--- src/rtl/mandelbrot_pkg.sv ---
// Shared definitions for the Mandelbrot pixel scanner: default fixed-point
// format, default screen resolution, the scanner FSM state type and a small
// helper that sizes counters.
package mandelbrot_pkg;

  localparam int DEF_BIT_WIDTH       = 32;
  localparam int DEF_FLOAT_PRECISION = 24;
  localparam int DEF_H_RES           = 640;
  localparam int DEF_V_RES           = 480;
  localparam int DEF_ADDR_W          = 19;

  typedef enum logic [2:0] {
    IDLE     = 3'd0,
    ISSUE    = 3'd1,
    WAIT_ACC = 3'd2,
    WAIT_RES = 3'd3,
    WRITE    = 3'd4,
    DONE     = 3'd5
  } state_t;

  // Width needed for a counter that runs 0..n-1 (at least one bit).
  function automatic int cnt_width(input int n);
    return (n > 1) ? $clog2(n) : 1;
  endfunction

endpackage

--- src/rtl/mandelbrot_pixel_scanner_if.sv ---
// Bus between the pixel scanner, the Mandelbrot iteration core and the frame
// buffer.
//
// Handshakes:
//  - Core input: calc_start is asserted only while calc_rdy is high; the core
//    takes calc_real/calc_imag on a clock edge with calc_start && calc_rdy and
//    then drops calc_rdy. A result is complete when calc_rdy and calc_out_rdy
//    are both high after that drop; calc_colour is valid then.
//  - Frame buffer: fb_we is a valid flag, fb_ready its ready. A write transfers
//    on a clock edge with fb_we && fb_ready. While fb_we is high and fb_ready
//    low, fb_addr and fb_data are held stable.
interface mandelbrot_pixel_scanner_if
  import mandelbrot_pkg::*;
#(
  parameter int BIT_WIDTH = DEF_BIT_WIDTH,
  parameter int ADDR_W    = DEF_ADDR_W
);

  logic [BIT_WIDTH-1:0] calc_real;
  logic [BIT_WIDTH-1:0] calc_imag;
  logic                 calc_start;
  logic                 calc_rdy;
  logic                 calc_out_rdy;
  logic [BIT_WIDTH-1:0] calc_colour;

  logic [ADDR_W-1:0]    fb_addr;
  logic [BIT_WIDTH-1:0] fb_data;
  logic                 fb_we;
  logic                 fb_ready;

  // Scanner side.
  modport master (
    output calc_real, calc_imag, calc_start,
    input  calc_rdy, calc_out_rdy, calc_colour,
    output fb_addr, fb_data, fb_we,
    input  fb_ready
  );

  // Core / frame-buffer side.
  modport slave (
    input  calc_real, calc_imag, calc_start,
    output calc_rdy, calc_out_rdy, calc_colour,
    input  fb_addr, fb_data, fb_we,
    output fb_ready
  );

endinterface

--- src/rtl/mandelbrot_coord_stepper.sv ---
// Raster position tracker: x/y counters, linear frame-buffer address and the
// current complex coordinate. Coordinates move by repeated add/subtract of the
// step so no multiplier is needed; arithmetic wraps in two's complement.
module mandelbrot_coord_stepper
  import mandelbrot_pkg::*;
#(
  parameter int BIT_WIDTH = DEF_BIT_WIDTH,
  parameter int H_RES     = DEF_H_RES,
  parameter int V_RES     = DEF_V_RES,
  parameter int ADDR_W    = DEF_ADDR_W
) (
  input  logic                 clk,
  input  logic                 rst,
  input  logic                 restart,
  input  logic                 advance,
  input  logic [BIT_WIDTH-1:0] re_min,
  input  logic [BIT_WIDTH-1:0] im_max,
  input  logic [BIT_WIDTH-1:0] step,
  output logic [BIT_WIDTH-1:0] cur_re,
  output logic [BIT_WIDTH-1:0] cur_im,
  output logic [ADDR_W-1:0]    addr,
  output logic                 last_pixel
);

  localparam int XW = cnt_width(H_RES);
  localparam int YW = cnt_width(V_RES);

  logic [XW-1:0]        x;
  logic [YW-1:0]        y;
  logic [BIT_WIDTH-1:0] re_min_l;
  logic [BIT_WIDTH-1:0] step_l;
  logic                 last_col;
  logic                 last_row;

  assign last_col   = (x == XW'(H_RES - 1));
  assign last_row   = (y == YW'(V_RES - 1));
  assign last_pixel = last_col && last_row;

  // Restart loads the frame origin; advance moves one pixel along the raster,
  // wrapping to the start of the next line at the right edge.
  always_ff @(posedge clk) begin
    if (rst) begin
      x        <= '0;
      y        <= '0;
      addr     <= '0;
      cur_re   <= '0;
      cur_im   <= '0;
      re_min_l <= '0;
      step_l   <= '0;
    end else if (restart) begin
      x        <= '0;
      y        <= '0;
      addr     <= '0;
      cur_re   <= re_min;
      cur_im   <= im_max;
      re_min_l <= re_min;
      step_l   <= step;
    end else if (advance && !last_pixel) begin
      addr <= addr + 1'b1;
      if (!last_col) begin
        x      <= x + 1'b1;
        cur_re <= cur_re + step_l;
      end else begin
        x      <= '0;
        y      <= y + 1'b1;
        cur_re <= re_min_l;
        cur_im <= cur_im - step_l;
      end
    end
  end

endmodule

--- src/rtl/mandelbrot_pixel_scanner.sv ---
// Upstream sequencer for the Mandelbrot iteration core: walks the raster,
// hands each pixel's coordinate to the core, and writes the returned
// iteration count to the frame buffer at the pixel's linear address.
module mandelbrot_pixel_scanner
  import mandelbrot_pkg::*;
#(
  parameter int BIT_WIDTH       = DEF_BIT_WIDTH,
  parameter int FLOAT_PRECISION = DEF_FLOAT_PRECISION,
  parameter int H_RES           = DEF_H_RES,
  parameter int V_RES           = DEF_V_RES,
  parameter int ADDR_W          = DEF_ADDR_W
) (
  input  logic                 clk,
  input  logic                 rst,
  input  logic                 frame_start,
  input  logic [BIT_WIDTH-1:0] re_min,
  input  logic [BIT_WIDTH-1:0] im_max,
  input  logic [BIT_WIDTH-1:0] step,
  mandelbrot_pixel_scanner_if.master bus,
  output logic                 busy,
  output logic                 frame_done,
  output state_t               dbg_state
);

  // Parameter sanity: the fraction must leave an integer part, and the
  // address must reach the last pixel.
  if (FLOAT_PRECISION >= BIT_WIDTH) begin : g_bad_precision
    $error("FLOAT_PRECISION must be smaller than BIT_WIDTH");
  end
  if ((H_RES * V_RES) > (2 ** ADDR_W)) begin : g_bad_addr_w
    $error("ADDR_W too narrow for H_RES*V_RES");
  end

  state_t               state;
  state_t               state_nxt;
  logic                 restart;
  logic                 advance;
  logic                 start_req;
  logic                 capture;
  logic                 coord_valid;
  logic [BIT_WIDTH-1:0] cur_re;
  logic [BIT_WIDTH-1:0] cur_im;
  logic [ADDR_W-1:0]    addr;
  logic                 last_pixel;
  logic [ADDR_W-1:0]    fb_addr_q;
  logic [BIT_WIDTH-1:0] fb_data_q;

  mandelbrot_coord_stepper #(
    .BIT_WIDTH (BIT_WIDTH),
    .H_RES     (H_RES),
    .V_RES     (V_RES),
    .ADDR_W    (ADDR_W)
  ) u_stepper (
    .clk        (clk),
    .rst        (rst),
    .restart    (restart),
    .advance    (advance),
    .re_min     (re_min),
    .im_max     (im_max),
    .step       (step),
    .cur_re     (cur_re),
    .cur_im     (cur_im),
    .addr       (addr),
    .last_pixel (last_pixel)
  );

  // FSM state register.
  always_ff @(posedge clk) begin
    if (rst) state <= IDLE;
    else     state <= state_nxt;
  end

  // Next-state logic and per-state strobes. A stale calc_out_rdy from the
  // previous pixel is never taken as completion because WAIT_RES is only
  // reached after the core has dropped calc_rdy in WAIT_ACC.
  always_comb begin
    state_nxt = state;
    restart   = 1'b0;
    advance   = 1'b0;
    start_req = 1'b0;
    capture   = 1'b0;
    case (state)
      IDLE: begin
        if (frame_start) begin
          restart   = 1'b1;
          state_nxt = ISSUE;
        end
      end
      ISSUE: begin
        if (bus.calc_rdy) begin
          start_req = 1'b1;
          state_nxt = WAIT_ACC;
        end
      end
      WAIT_ACC: begin
        if (!bus.calc_rdy) state_nxt = WAIT_RES;
      end
      WAIT_RES: begin
        if (bus.calc_rdy && bus.calc_out_rdy) begin
          capture   = 1'b1;
          state_nxt = WRITE;
        end
      end
      WRITE: begin
        if (bus.fb_ready) begin
          if (last_pixel) begin
            state_nxt = DONE;
          end else begin
            advance   = 1'b1;
            state_nxt = ISSUE;
          end
        end
      end
      DONE: begin
        state_nxt = IDLE;
      end
      default: begin
        state_nxt = IDLE;
      end
    endcase
  end

  // Frame-buffer write word, captured when the core result arrives and held
  // through any fb_ready stall.
  always_ff @(posedge clk) begin
    if (rst) begin
      fb_addr_q <= '0;
      fb_data_q <= '0;
    end else if (capture) begin
      fb_addr_q <= addr;
      fb_data_q <= bus.calc_colour;
    end
  end

  // The coordinate is shown to the core only while a pixel is in flight.
  assign coord_valid    = (state == ISSUE) || (state == WAIT_ACC) || (state == WAIT_RES);
  assign bus.calc_real  = coord_valid ? cur_re : '0;
  assign bus.calc_imag  = coord_valid ? cur_im : '0;
  assign bus.calc_start = start_req;

  assign bus.fb_addr = fb_addr_q;
  assign bus.fb_data = fb_data_q;
  assign bus.fb_we   = (state == WRITE);

  assign busy       = (state != IDLE);
  assign frame_done = (state == DONE);
  assign dbg_state  = state;

endmodule
--- src/flat_wrapper.sv ---
// flat-port wrapper written by rule: the top's interface ports become plain ports
module mandelbrot_pixel_scanner_flat import mandelbrot_pkg::*;
#(
  parameter int BIT_WIDTH       = DEF_BIT_WIDTH,
  parameter int FLOAT_PRECISION = DEF_FLOAT_PRECISION,
  parameter int H_RES           = DEF_H_RES,
  parameter int V_RES           = DEF_V_RES,
  parameter int ADDR_W          = DEF_ADDR_W
)
  (clk, rst, frame_start, re_min, im_max, step, busy, frame_done, dbg_state, bus_calc_real, bus_calc_imag, bus_calc_start, bus_calc_rdy, bus_calc_out_rdy, bus_calc_colour, bus_fb_addr, bus_fb_data, bus_fb_we, bus_fb_ready);
  mandelbrot_pixel_scanner_if #(.BIT_WIDTH(BIT_WIDTH), .ADDR_W(ADDR_W)) bus_i ();
  input  logic clk;
  input  logic rst;
  input  logic frame_start;
  input  logic [BIT_WIDTH-1:0] re_min;
  input  logic [BIT_WIDTH-1:0] im_max;
  input  logic [BIT_WIDTH-1:0] step;
  output logic busy;
  output logic frame_done;
  output state_t dbg_state;
  output wire logic [$bits(bus_i.calc_real)-1:0] bus_calc_real;
  output wire logic [$bits(bus_i.calc_imag)-1:0] bus_calc_imag;
  output wire logic [$bits(bus_i.calc_start)-1:0] bus_calc_start;
  input wire logic [$bits(bus_i.calc_rdy)-1:0] bus_calc_rdy;
  input wire logic [$bits(bus_i.calc_out_rdy)-1:0] bus_calc_out_rdy;
  input wire logic [$bits(bus_i.calc_colour)-1:0] bus_calc_colour;
  output wire logic [$bits(bus_i.fb_addr)-1:0] bus_fb_addr;
  output wire logic [$bits(bus_i.fb_data)-1:0] bus_fb_data;
  output wire logic [$bits(bus_i.fb_we)-1:0] bus_fb_we;
  input wire logic [$bits(bus_i.fb_ready)-1:0] bus_fb_ready;
  assign bus_calc_real = bus_i.calc_real;
  assign bus_calc_imag = bus_i.calc_imag;
  assign bus_calc_start = bus_i.calc_start;
  assign bus_i.calc_rdy = bus_calc_rdy;
  assign bus_i.calc_out_rdy = bus_calc_out_rdy;
  assign bus_i.calc_colour = bus_calc_colour;
  assign bus_fb_addr = bus_i.fb_addr;
  assign bus_fb_data = bus_i.fb_data;
  assign bus_fb_we = bus_i.fb_we;
  assign bus_i.fb_ready = bus_fb_ready;
  mandelbrot_pixel_scanner #(.BIT_WIDTH(BIT_WIDTH), .FLOAT_PRECISION(FLOAT_PRECISION), .H_RES(H_RES), .V_RES(V_RES), .ADDR_W(ADDR_W)) u_core (.clk(clk), .rst(rst), .frame_start(frame_start), .re_min(re_min), .im_max(im_max), .step(step), .bus(bus_i), .busy(busy), .frame_done(frame_done), .dbg_state(dbg_state));
endmodule
--- config.mk ---
export PLATFORM = sky130hd
export DESIGN_NAME = mandelbrot_pixel_scanner_flat
export DESIGN_NICKNAME = d
export VERILOG_FILES = /design/src/rtl/mandelbrot_pkg.sv /design/src/rtl/mandelbrot_pixel_scanner_if.sv /design/src/rtl/mandelbrot_coord_stepper.sv /design/src/rtl/mandelbrot_pixel_scanner.sv /design/src/flat_wrapper.sv
export SDC_FILE = /design/constraint.sdc
export NUM_CORES = 1
export LEC_CHECK = 0
export ABC_AREA = 1
export BUFFER_PORTS_ARGS = -buffer_cell sky130_fd_sc_hd__buf_2
export CORE_ASPECT_RATIO = 0.75
export CORE_MARGIN = 4
export CORE_UTILIZATION = 45
export DETAILED_ROUTE_END_ITERATION = 12
export PLACE_DENSITY_LB_ADDON = 0.08
export SYNTH_ARGS = -nofsm -noshare
export SYNTH_HDL_FRONTEND = slang
export SYNTH_SLANG_ARGS = --single-unit
--- constraint.sdc ---
create_clock -name clk -period 4.6 [get_ports clk]
set_input_delay 0.23 -clock clk [delete_from_list [all_inputs] [get_ports clk]]
set_output_delay 0.23 -clock clk [all_outputs]
set_load 0.05 [all_outputs]
==> results of run 1 <==
final cells by class:
type,count,share of cell area
sequential,220,0.260
inverter,334,0.0741
clock inverter,4,0.00133
tap,399,0.0294
clock buffer,37,0.0431
multi-input combinational,1592,0.463
timing repair buffer,350,0.129
layer usage:
metal	share of wire	wire [um]
met5	0	0
met3	0.072	3450
met4	0.019	911
met2	0.42	20100
met1	0.49	23500
power groups by stage:
stage	clock [mW]	combinational [mW]	sequential, mW
floorplan	0	3.48	2.51
global placement	0	4.80	2.50
detailed placement	0	4.85	2.51
CTS	1.93	4.94	2.47
global route	2.01	5.57	2.49
finish	1.90	5.03	2.46
state kept, by name (all words and copies together), names as in the netlist:
name,count
u_core.u_stepper.cur_im,32
u_core.bus.fb_addr,19
u_core.u_stepper.cur_re,32
u_core.u_stepper.re_min_l,32
u_core.u_stepper.x,10
u_core.u_stepper.addr,19
u_core.dbg_state,3
u_core.u_stepper.step_l,32
u_core.u_stepper.y,9
u_core.bus.fb_data,32
kinds of logic (layout without fill, tap and decap cells):
logic type	after synthesis	in the layout	share of synthesized area
and+or+nand+nor	995	995	0.294
AOI/OAI and AO/OA	489	489	0.184
buffers and inverters	420	725	0.115
DFF	220	220	0.318
adders and majority gates	67	67	0.0617
xor gates and xnor gates	41	41	0.0259
critical path: stages, from the launching register on:
cell	delay, ps
dfxtp_1	400
ha_1	210
nand2_1	110
nor3_4	230
nand2_2	200
o21ai_4	180
buf_4	300
nand2_2	100
nand2_2	540
nand2_1	680
a21oi_1	300
o21a_1	150
metrics by stage:
step                std cells  instance area, um^2
floorplan                2232                13800
global placement         2813                15400
detailed placement       2813                15400
CTS                      2936                17000
global route             2936                17000
finish                   2936                17000
worst max-delay path by stage:
stage	endpoint	start	cells after the start
after CTS	u_core.u_stepper.x[4]$_SDFFE_PP0P_	u_core.u_stepper.x[0]$_SDFFE_PP0P_	11
after floorplan	bus_calc_imag[10]	u_core.dbg_state[0]$_SDFFE_PP0P_	5
after global routing	u_core.u_stepper.x[4]$_SDFFE_PP0P_	u_core.u_stepper.x[0]$_SDFFE_PP0P_	11
after global placement	u_core.u_stepper.x[4]$_SDFFE_PP0P_	u_core.u_stepper.x[0]$_SDFFE_PP0P_	11
after detailed placement	u_core.u_stepper.x[4]$_SDFFE_PP0P_	u_core.u_stepper.x[0]$_SDFFE_PP0P_	11
final	u_core.u_stepper.x[4]$_SDFFE_PP0P_	u_core.u_stepper.x[0]$_SDFFE_PP0P_	11
synthesized netlist by cell type, types with 11 or more instances:
cell type	instances	area [um^2]
a21oi_1	209	1050
buf_2	11	55.1
clkbuf_1	71	267
dfxtp_1	220	4400
ha_1	65	813
inv_1	330	1240
nand2_1	516	1940
nand3_1	133	666
nand4_1	16	100
nor2_1	271	1020
nor3_1	30	150
o21ai_0	230	1150
xor2_1	34	298
==> run summary, run 1 <==
Full die area: 33700 um^2
Layout cells sized above 1: 0.127
Number of CTS-inserted buffers: 24
FF-to-FF setup slack: 1130 ps
Register area: 4400 um^2
Top Usage Layer GRT: met1
Antenna cells: 0
Std-Cell Rows: 55
Power share of the sequential group: 0.262
DRC errors left: 0
Pint: 4.75 mW
I/O pin cnt: 256
Most common cell after layout, fill and taps aside: nand2_1
Met2 usage: 0.406
Post-route ant nets: 0
Mapped Nets: 2433
GR Overflow Total: 0
Htree depth: 1
Gr usage total: 0.272
Aggregate negative setup slack: 0 ps
Most frequent cells in the layout: nand2_1 (516), inv_1 (330), nor2_1 (270), buf_2 (255), o21ai_0 (230)
Netlist cell types: 40
Worst-Margin Slew: 945 ps
Slew headroom: 0.370
Gate power share: 0.535
Max FO, Critical Path: 31
Synth Flop Type: dfxtp_1
Via count: 15.4k
Hold-fix buffer count after cts: 82
Cells after Synth: 2232
Overall power after layout: 9.39 mW
DR iter-0 viols: 1440
Fin Hold WS: 19.3 ps
Launching point of the worst reg2reg path: u_core.u_stepper.x[0]$_SDFFE_PP0P_
Critical Path End Type: register
TritonRoute pass-1 iters: 6
Reg2reg end: u_core.u_stepper.x[4]$_SDFFE_PP0P_
Worst endpoint data arrival time: 3950 ps
Setup CP Type: register to register
Post-DR wirelength/cell: 16.3 um
Hold Path Cell Cnt: 3
Final WL: 48.0 mm
Die H: 160 um
Power density over the cells: 554 nW/um^2
Worst-case reg-to-reg path depth: 11
Vias per cell: 5.23
Count of pins over their slew limit: 0
Setup bufs post-CTS: 0
Max-cap violations: 0
Fmax: 288 MHz
Final worst path period need: 3470 ps
Final setup fails: 0
Worst VDD drop: 0.000389 V
Post_cts resized: 0
Mapped Area: 13800 um^2
Area of the multi-input gates: 7850 um^2
Hold Path Class: input pin to register
Root buf cell: clkbuf_16
Setup WS pre-CTS: 1180 ps
Clock share of power: 0.202
Worst setup margin: 1130 ps
Switching share of total power: 0.494
Hpwl dp: 35.9 mm
GR Util met1: 0.420
GPL Wtd Cong: 0.974
Flops & latches, synth: 220
Synthesized area per cell: 6.20 um^2
Final-layout fill cell count: 3118
Largest net degree at the start of global routing: 96
Required time of the critical path: 5080 ps
CORE AREA: 30200 um^2
Port Buffer Count: 255
Vias in the first global route: 13.9k
Area Growth Syn to Fin: 22.5%
M3 GR Usage: 0.0352
Clock Latency Late Sink: 540 ps
Async S/R FF share, synth: 0
Crit start category: register
CTS clk-pin slew, worst paths: 60 ps
Die W: 211 um
Synth warn: 0
CTS max path bufs: 3
Hold EP: u_core.u_stepper.step_l[30]$_SDFFE_PP0P_
RSZ-0062 raised after global routing: no
Clock Skew: 14.6 ps
Leak: 8.34 nW
Nets: 2723
Status: finished clean
EDFF count, synth: 0
Initial core utilization: 0.458
Hold path startpoint: step[30]
Clk sink count: 220
Global-route wire length before repair: 75.1 mm
Post-Route Utilization: 0.561
Net load switching power: 4.64 mW
Antenna violations before repair: 0
Final Cycle Share: 0.754
CTS tree: done
Final hold violation count: 0
Register area share after synthesis: 0.318
(Power assumes the default switching activity.)
==> inputs of run 2 (changes only) <==
--- a/config.mk
+++ b/config.mk
@@ -5,7 +5,7 @@
 export SDC_FILE = /design/constraint.sdc
 export NUM_CORES = 1
 export LEC_CHECK = 0
-export ABC_AREA = 1
+export ABC_AREA = 0
 export BUFFER_PORTS_ARGS = -buffer_cell sky130_fd_sc_hd__buf_2
 export CORE_ASPECT_RATIO = 0.75
 export CORE_MARGIN = 4
==> constraint.sdc (replaced) <==
create_clock -name clk -period 2.9 [get_ports clk]
set_input_delay 0.145 -clock clk [delete_from_list [all_inputs] [get_ports clk]]
set_output_delay 0.145 -clock clk [all_outputs]
set_load 0.05 [all_outputs]
==> run 2 against run 1 <==
Compared with the run above:
- first-iteration DRC count decreased by 49%
- power rose by 10%
- worst hold slack better by 28 ps
- non-clock buffer count rose by 106
- synthesized area down 9.6%
- highest routed layer unchanged
- critical path depth grew 2
- fmax is 21% higher
- final cell count shrank 19%
- largest power group unchanged
- design area decreased by 1.1%
==> run summary, run 2 <==
Post-DR wirelength/cell: 17.1 um (+4.4%)
Most common cell on crit path: o211ai_1
Clock Latency Late Sink: 520 ps (-20 ps)
Max-cap violations: 0 (unchanged)
Hold Path Class: input pin to register
RSZ-0062 raised after global routing: yes
Htree depth: 1 (unchanged)
Std-Cell Rows: 52 (-5.5%)
Crit path cell chain: inv_1 -> ha_2 -> fa_2 -> nor2b_2 -> o211ai_1 -> a211oi_1 -> buf_4 -> o211ai_1 -> a21boi_2 -> o21a_1 -> o311a_1 -> mux2_2 -> a211oi_2
Vias in the first global route: 12.5k (-10%)
Crit start category: register
Register area: 4410 um^2 (+0.17%)
Launching point of the worst reg2reg path: u_core.u_stepper.cur_im[0]$_SDFFE_PP0P_
Slowest CP cell: fa_2
Status: finished clean
Hold path startpoint: bus_calc_out_rdy
Most frequent cells in the layout: nand2_1 (327), buf_2 (254), dfxtp_1 (216), a21oi_1 (214), dlygate4sd3_1 (128)
Nets: 2222 (-18%)
Antenna cells: 0 (unchanged)
GPL Wtd Cong: 0.951 (-2.4%)
Count of pins over their slew limit: 0 (unchanged)
TritonRoute pass-1 iters: 5 (-1)
Final hold violation count: 0 (unchanged)
Clk sink count: 220 (unchanged)
Fin Hold WS: 47.0 ps (+27.7 ps)
Post-route ant nets: 0 (unchanged)
Most common cell after layout, fill and taps aside: nand2_1
Design area: 16800 um^2 (-1.1%)
Port Buffer Count: 255 (unchanged)
Area of the multi-input gates: 7710 um^2 (-1.8%)
Gr usage total: 0.254 (-0.0176)
GR Overflow Total: 0 (unchanged)
Largest net degree at the start of global routing: 179 (+86%)
Yosys top cell by area: dfxtp_1
CTS tree: done
Hpwl dp: 28.2 mm (-22%)
Worst endpoint data arrival time: 3310 ps (-640 ps)
CTS max path bufs: 3 (unchanged)
Slew headroom: 0.403 (+0.0336)
Flops & latches, synth: 220 (unchanged)
Die W: 201 um (-4.7%)
Critical Path End Type: register
Synth Flop Type: dfxtp_1
GR Util met1: 0.361 (-0.0594)
Count leader, synth: nand2_1
CORE AREA: 27200 um^2 (-10%)
Setup CP Type: register to register
Synthesized area per cell: 7.66 um^2 (+24%)
Hold Path Cell Cnt: 4 (+1)
CTS clk-pin slew, worst paths: 60 ps (about the same)
Layout cells sized above 1: 0.213 (+0.0860)
Top Usage Layer GRT: met2
Final-layout fill cell count: 2443 (-22%)
Worst-case reg-to-reg path depth: 13 (+2)
Mapped Area: 12500 um^2 (-9.6%)
Worst-Margin Slew: 895 ps (-50.4 ps)
Number of CTS-inserted buffers: 25 (+4.2%)
DR iter-0 viols: 733 (-49%)
Die H: 152 um (-4.7%)
Via count: 13.0k (-16%)
Worst stage delay on the critical path: 340 ps (-340 ps)
Worst VDD drop: 0.000371 V (-4.7%)
Power density over the cells: 617 nW/um^2 (+11%)
Register area share after synthesis: 0.352 (+0.0337)
Root buf cell: clkbuf_16
FF-to-FF setup slack: 30 ps (-1100 ps)
Final Cycle Share: 0.991 (+0.236)
Final WL: 40.7 mm (-15%)
I/O pin cnt: 256 (unchanged)
Fmax: 348 MHz (+21%)
DP Area: 14400 um^2 (-6.3%)
Final setup fails: 0 (unchanged)
Hold EP: u_core.dbg_state[1]$_SDFFE_PP0P_
Overall power after layout: 10.4 mW (+10%)
Reg2reg end: u_core.u_stepper.cur_im[24]$_SDFFE_PP0P_
Area Growth Syn to Fin: 34.0%
Synth warn: 0 (unchanged)
Mapped Nets: 1834 (-25%)
Antenna violations before repair: 0 (unchanged)
DRC errors left: 0 (unchanged)
EDFF count, synth: 0 (unchanged)
Yosys top cell area share: 0.352 (+0.0337)
Vias per cell: 5.43 (+3.7%)
Cells after Synth: 1633 (-27%)
Async S/R FF share, synth: 0 (unchanged)
Full die area: 30600 um^2 (-9.2%)
Top cells by area, synth: dfxtp_1 (35%), nand2_1 (9.9%), a21oi_1 (8.7%), ha_1 (6.5%), nor2_1 (3.7%)
Met2 usage: 0.419 (+0.0138)
Clock Skew: 9.66 ps (-4.95 ps)
Leak: 7.25 nW (-13%)
Synth cell count leaders: nand2_1 (329), dfxtp_1 (220), a21oi_1 (217)
Required time of the critical path: 3330 ps (-1750 ps)
Global-route wire length before repair: 66.1 mm (-12%)
Initial core utilization: 0.460 (+0.00201)
Max FO, Critical Path: 2 (-94%)
M3 GR Usage: 0.0374 (+0.00229)
Netlist cell types: 76 (+90%)
Final worst path period need: 2870 ps (-597 ps)
run 2: cell types whose count changed after synthesis, sizes merged, moves of 70 or more:
cell	before	now
and2	4	74
o21ai	239	49
nand2	521	330
inv	333	45
nor2	272	126
nand3	133	26
run 2: kinds of logic (layout without fill, tap and decap cells):
| logic type | count (synthesis) | count (layout) | share of synthesized area |
|---|---|---|---|
| adder cells (fa/ha/maj) | 67 | 67 | 0.0682 |
| XOR/XNOR | 74 | 74 | 0.0518 |
| buffers and inverters | 141 | 545 | 0.0462 |
| flip-flops | 220 | 220 | 0.352 |
| AND/OR/NAND/NOR | 678 | 678 | 0.251 |
| multiplexers | 2 | 2 | 0.00180 |
| AO/OA/AOI/OAI | 451 | 451 | 0.229 |
run 2: how the worst max path moves through the flow:
| stage | from | to | cells past startpoint |
|---|---|---|---|
| global placement | u_core.u_stepper.cur_im[0]$_SDFFE_PP0P_ | u_core.u_stepper.cur_im[24]$_SDFFE_PP0P_ | 13 |
| global route | u_core.u_stepper.cur_im[0]$_SDFFE_PP0P_ | u_core.u_stepper.cur_im[24]$_SDFFE_PP0P_ | 13 |
| CTS | u_core.u_stepper.cur_im[0]$_SDFFE_PP0P_ | u_core.u_stepper.cur_im[24]$_SDFFE_PP0P_ | 13 |
| detailed placement | u_core.u_stepper.step_l[0]$_SDFFE_PP0P_ | u_core.u_stepper.cur_re[20]$_SDFFE_PP0P_ | 11 |
| floorplan | u_core.dbg_state[0]$_SDFFE_PP0P_ | u_core.u_stepper.cur_im[29]$_SDFFE_PP0P_ | 9 |
| finish | u_core.u_stepper.cur_im[0]$_SDFFE_PP0P_ | u_core.u_stepper.cur_im[24]$_SDFFE_PP0P_ | 13 |
run 2: final cells by class:
class | count | area share
clock inverter | 14 | 0.0141
inverter | 46 | 0.0103
timing repair buffer | 456 | 0.188
clock buffer | 29 | 0.0382
multi-input combinational | 1272 | 0.460
sequential | 220 | 0.263
tap | 351 | 0.0262
run 2: power breakdown:
part / total [mW] / switching (mW) / leakage [nW] / internal (mW)
combinational: 3.47 / 2.05 / 5.03 / 1.42
clock: 3.44 / 1.32 / 0.422 / 2.12
sequential: 3.44 / 0.193 / 1.79 / 3.25
total: 10.4 / 3.56 / 7.25 / 6.79
run 2: layer usage:
| metal | part of all wire | vias to the layer above |
|---|---|---|
| li1 | - | 6485 |
| met1 | 0.48 | 6100 |
| met2 | 0.45 | 325 |
| met3 | 0.055 | 46 |
| met4 | 0.014 | 0 |
| met5 | 0 | - |
run 2: critical path: cells and delay by family, from the launching register on:
family	cells	cell delay (ps)
flops	1	330
buf+inv	2	210
simple gates	1	130
mux	1	340
compound gates	7	1260
fa+ha+maj	2	520
run 2: metrics by stage:
step	cells	setup TNS, ps	setup slack (ps)	utilization
final	2388	0	27.1	0.617
after global routing	2388	-202	-154	0.617
after floorplan	1633	0	125	-
after global placement	2213	0	25.3	0.530
after detailed placement	2213	-0.110	-0.110	0.530
after CTS	2384	0	0.643	0.610
run 2: repair_timing:
| action | 4_1_cts | 5_1_grt |
|---|---|---|
| pin swaps | 1 | 10 |
| hold buffers | 128 | 0 |
| gates resized for setup | 2 | 35 |
| setup endpoints to repair | 3 | 29 |
| hold endpoints to repair | 152 | 0 |
| gates cloned | 0 | 0 |
| setup buffers | 0 | 4 |
==> inputs of run 3 (changes only) <==
--- a/config.mk
+++ b/config.mk
@@ -14,4 +14,5 @@
 export PLACE_DENSITY_LB_ADDON = 0.08
 export SYNTH_ARGS = -nofsm -noshare
 export SYNTH_HDL_FRONTEND = slang
+export SYNTH_HIERARCHICAL = 1
 export SYNTH_SLANG_ARGS = --single-unit
==> run 3 against run 2 <==
Compared with the run above:
- via count increased by 0.17%
- largest cell class unchanged
- die area increased by 3.3%
- clock power decreased by 1%
==> run summary, run 3 <==
Root buf cell: clkbuf_16
Final WL: 41.9 mm (+2.9%)
Required time of the critical path: 3340 ps (about the same)
Worst stage delay on the critical path: 360 ps (+20 ps)
Final Cycle Share: 0.958 (-0.0329)
Largest net degree at the start of global routing: 77 (-57%)
Global-route wire length before repair: 66.1 mm (-0.14%)
Max FO, Critical Path: 3 (+1)
Worst path bufs/invs: 1 (-1)
RSZ-0062 raised after global routing: yes
Slowest CP cell: fa_2
Crit path cell chain: inv_1 -> ha_1 -> fa_2 -> nand2b_4 -> a21oi_4 -> o31ai_2 -> a21o_1 -> a31oi_4 -> o221ai_2 -> a21oi_2 -> o21ai_1 -> a211o_1 -> a311oi_2
Hold Path Class: input pin to register
CTS clk-pin slew, worst paths: 70 ps (about the same)
Die W: 204 um (+1.7%)
Hpwl dp: 30.1 mm (+6.7%)
Setup CP Type: register to register
Top cells by area, synth: dfxtp_1 (34%), a21oi_1 (6.6%), nand2_1 (6.3%), ha_1 (6.3%), nor2_1 (4.9%)
Synth warn: 6 (+6)
Placed Instances: 2250 (+1.7%)
FF-to-FF setup slack: 120 ps (+100 ps)
Register area: 4410 um^2 (unchanged)
Number of CTS-inserted buffers: 24 (-4.0%)
Critical Path End Type: register
Final setup fails: 0 (unchanged)
CTS tree: done
Cells after Synth: 1652 (+1.2%)
Clock Skew: 8.86 ps (-0.803 ps)
Antenna violations before repair: 1 (+1)
Port Buffer Count: 255 (unchanged)
CORE AREA: 28200 um^2 (+3.6%)
Synthesized area per cell: 7.84 um^2 (+2.3%)
Max-cap violations: 0 (unchanged)
Fmax: 360 MHz (+3.4%)
Nets: 2223 (+0.045%)
GR Overflow Total: 0 (unchanged)
Vias in the first global route: 12.3k (-1.6%)
Vias per cell: 5.35 (-1.4%)
Yosys top cell by area: dfxtp_1
EDFF count, synth: 0 (unchanged)
Family with the most delay on the worst path: compound AO/OA/AOI/OAI gates
Yosys top cell area share: 0.340 (-0.0119)
Status: finished clean
TritonRoute pass-1 iters: 5 (unchanged)
Final hold violation count: 0 (unchanged)
DR iter-0 viols: 899 (+23%)
Worst setup margin: 123 ps (+95.4 ps)
Slew headroom: 0.575 (+0.171)
Most common cell after layout, fill and taps aside: buf_2
Setup WS pre-CTS: -95.3 ps (-95.2 ps)
Worst endpoint data arrival time: 3220 ps (-90 ps)
Full die area: 31600 um^2 (+3.3%)
DRC errors left: 0 (unchanged)
Layout cells sized above 1: 0.219 (+0.00655)
Register area share after synthesis: 0.340 (-0.0119)
Netlist cell types: 85 (+12%)
Final worst path period need: 2780 ps (-95.4 ps)
Async S/R FF share, synth: 0 (unchanged)
Gr usage total: 0.254 (-0.000383)
Area Growth Syn to Fin: 32.6%
Htree depth: 1 (unchanged)
Worst-Margin Slew: 636 ps (-259 ps)
Area of the multi-input gates: 8050 um^2 (+4.4%)
CTS max path bufs: 3 (unchanged)
Clk sink count: 220 (unchanged)
Filler-free cell count of the finished design: 2426 (+1.6%)
Mapped Nets: 1853 (+1.0%)
Most frequent cells in the layout: buf_2 (254), nand2_1 (219), dfxtp_1 (214), nor2_1 (167), a21oi_1 (165)
Synth Flop Type: dfxtp_1
Leak: 7.45 nW (+2.8%)
Post-route ant nets: 0 (unchanged)
Die H: 155 um (+1.7%)
Clock Latency Late Sink: 520 ps (about the same)
Synth cell count leaders: dfxtp_1 (220), nand2_1 (219), a21oi_1 (171)
Post-DR wirelength/cell: 17.3 um (+1.3%)
Mapped Area: 13000 um^2 (+3.5%)
Flops & latches, synth: 220 (unchanged)
Count of pins over their slew limit: 0 (unchanged)
Std-Cell Rows: 53 (+1.9%)
Initial core utilization: 0.460 (-0.000536)
GPL Wtd Cong: 0.920 (-3.3%)
Fin Hold WS: 29.0 ps (-18.0 ps)
Via count: 13.0k (+0.17%)
Power density over the cells: 751 nW/um^2 (+22%)
Crit start category: register
Count leader, synth: dfxtp_1
I/O pin cnt: 256 (unchanged)
Worst VDD drop: 0.000499 V (+35%)
Final-layout fill cell count: 2605 (+6.6%)
-- run 3: cell count changes after synthesis, moves of 18 or more --
cell      before  now
o211ai_1      28   10
nor2_1       125  170
nand2_1      329  219
inv_1         45   71
nand2b_1      10   31
mux2i_1        0   49
a21oi_1      217  171
a21oi_2        0   26
-- run 3: path summary, 6_finish.rpt --
kind / start / to / depth (start not counted)
min reg2reg: u_core/bus.fb_addr[3]$_SDFFE_PP0P_ / u_core/bus.fb_addr[3]$_SDFFE_PP0P_ / 2
max: u_core/u_stepper/cur_im[0]$_SDFFE_PP0P_ / u_core/u_stepper/cur_im[30]$_SDFFE_PP0P_ / 13
max reg2reg: u_core/u_stepper/cur_im[0]$_SDFFE_PP0P_ / u_core/u_stepper/cur_im[30]$_SDFFE_PP0P_ / 13
min: rst / u_core/u_stepper/step_l[18]$_SDFFE_PP0P_ / 2
-- run 3: power by group --
| group | leakage [nW] | internal [mW] | switching [mW] |
|---|---|---|---|
| registers | 1.80 | 3.38 | 0.372 |
| logic | 5.23 | 2.28 | 3.48 |
| clock network | 0.429 | 2.09 | 1.30 |
-- run 3: final cells by class --
class / count / share of cell area
multi-input cells: 1262 / 0.469
flip-flops and latches: 220 / 0.257
diodes: 1 / 0.000146
clock buffers: 35 / 0.0421
well taps: 385 / 0.0280
inverters: 71 / 0.0155
clock inverters: 9 / 0.00881
repair buffers: 443 / 0.180
-- run 3: cell families (layout without fill, tap and decap cells) --
logic type      count (synthesis)  count (layout)  synth area share
simple gates                  636             636             0.234
compound gates                435             435             0.215
flops                         220             220             0.340
buf+inv                       170             558            0.0566
xor+xnor                       75              75            0.0507
fa+ha+maj                      67              67            0.0659
mux                            49              49            0.0379
other cells                     0               1                 0
-- run 3: worst register-to-register path, cell delays in order (launching register included) --
cell,delay [ps]
dfxtp_1,330
inv_1,40
ha_1,220
fa_2,360
nand2b_4,170
a21oi_4,150
o31ai_2,90
a21o_1,210
a31oi_4,160
o221ai_2,130
a21oi_2,190
o21ai_1,100
a211o_1,320
a311oi_2,220
-- run 3: routing by layer --
| metal | part of all wire | vias up | GRT usage |
|---|---|---|---|
| met5 | 0 | - | 0 |
| met2 | 0.42 | 376 | 0.376 |
| met3 | 0.056 | 54 | 0.0296 |
| met1 | 0.51 | 6053 | 0.394 |
| li1 | - | 6495 | - |
| met4 | 0.021 | 0 | 0.0568 |
-- run 3: what timing repair did --
action,in CTS,in global routing
endpoints found under the setup margin,10,54
gates resized for setup,9,39
setup buffers,0,3
pin swaps,3,10
endpoints found under the hold margin,158,0
hold buffers,128,0
-- run 3: through the flow --
stage	cell area [um^2]	power, mW	TNS (ps)	utilization
after detailed placement	14800	9.18	-185	0.525
after floorplan	13000	7.64	0	-
after CTS	17000	12.8	0	0.602
after global routing	17200	13.7	-211	0.610
final	17200	12.9	0	0.610
after global placement	14800	9.15	-32.4	0.525
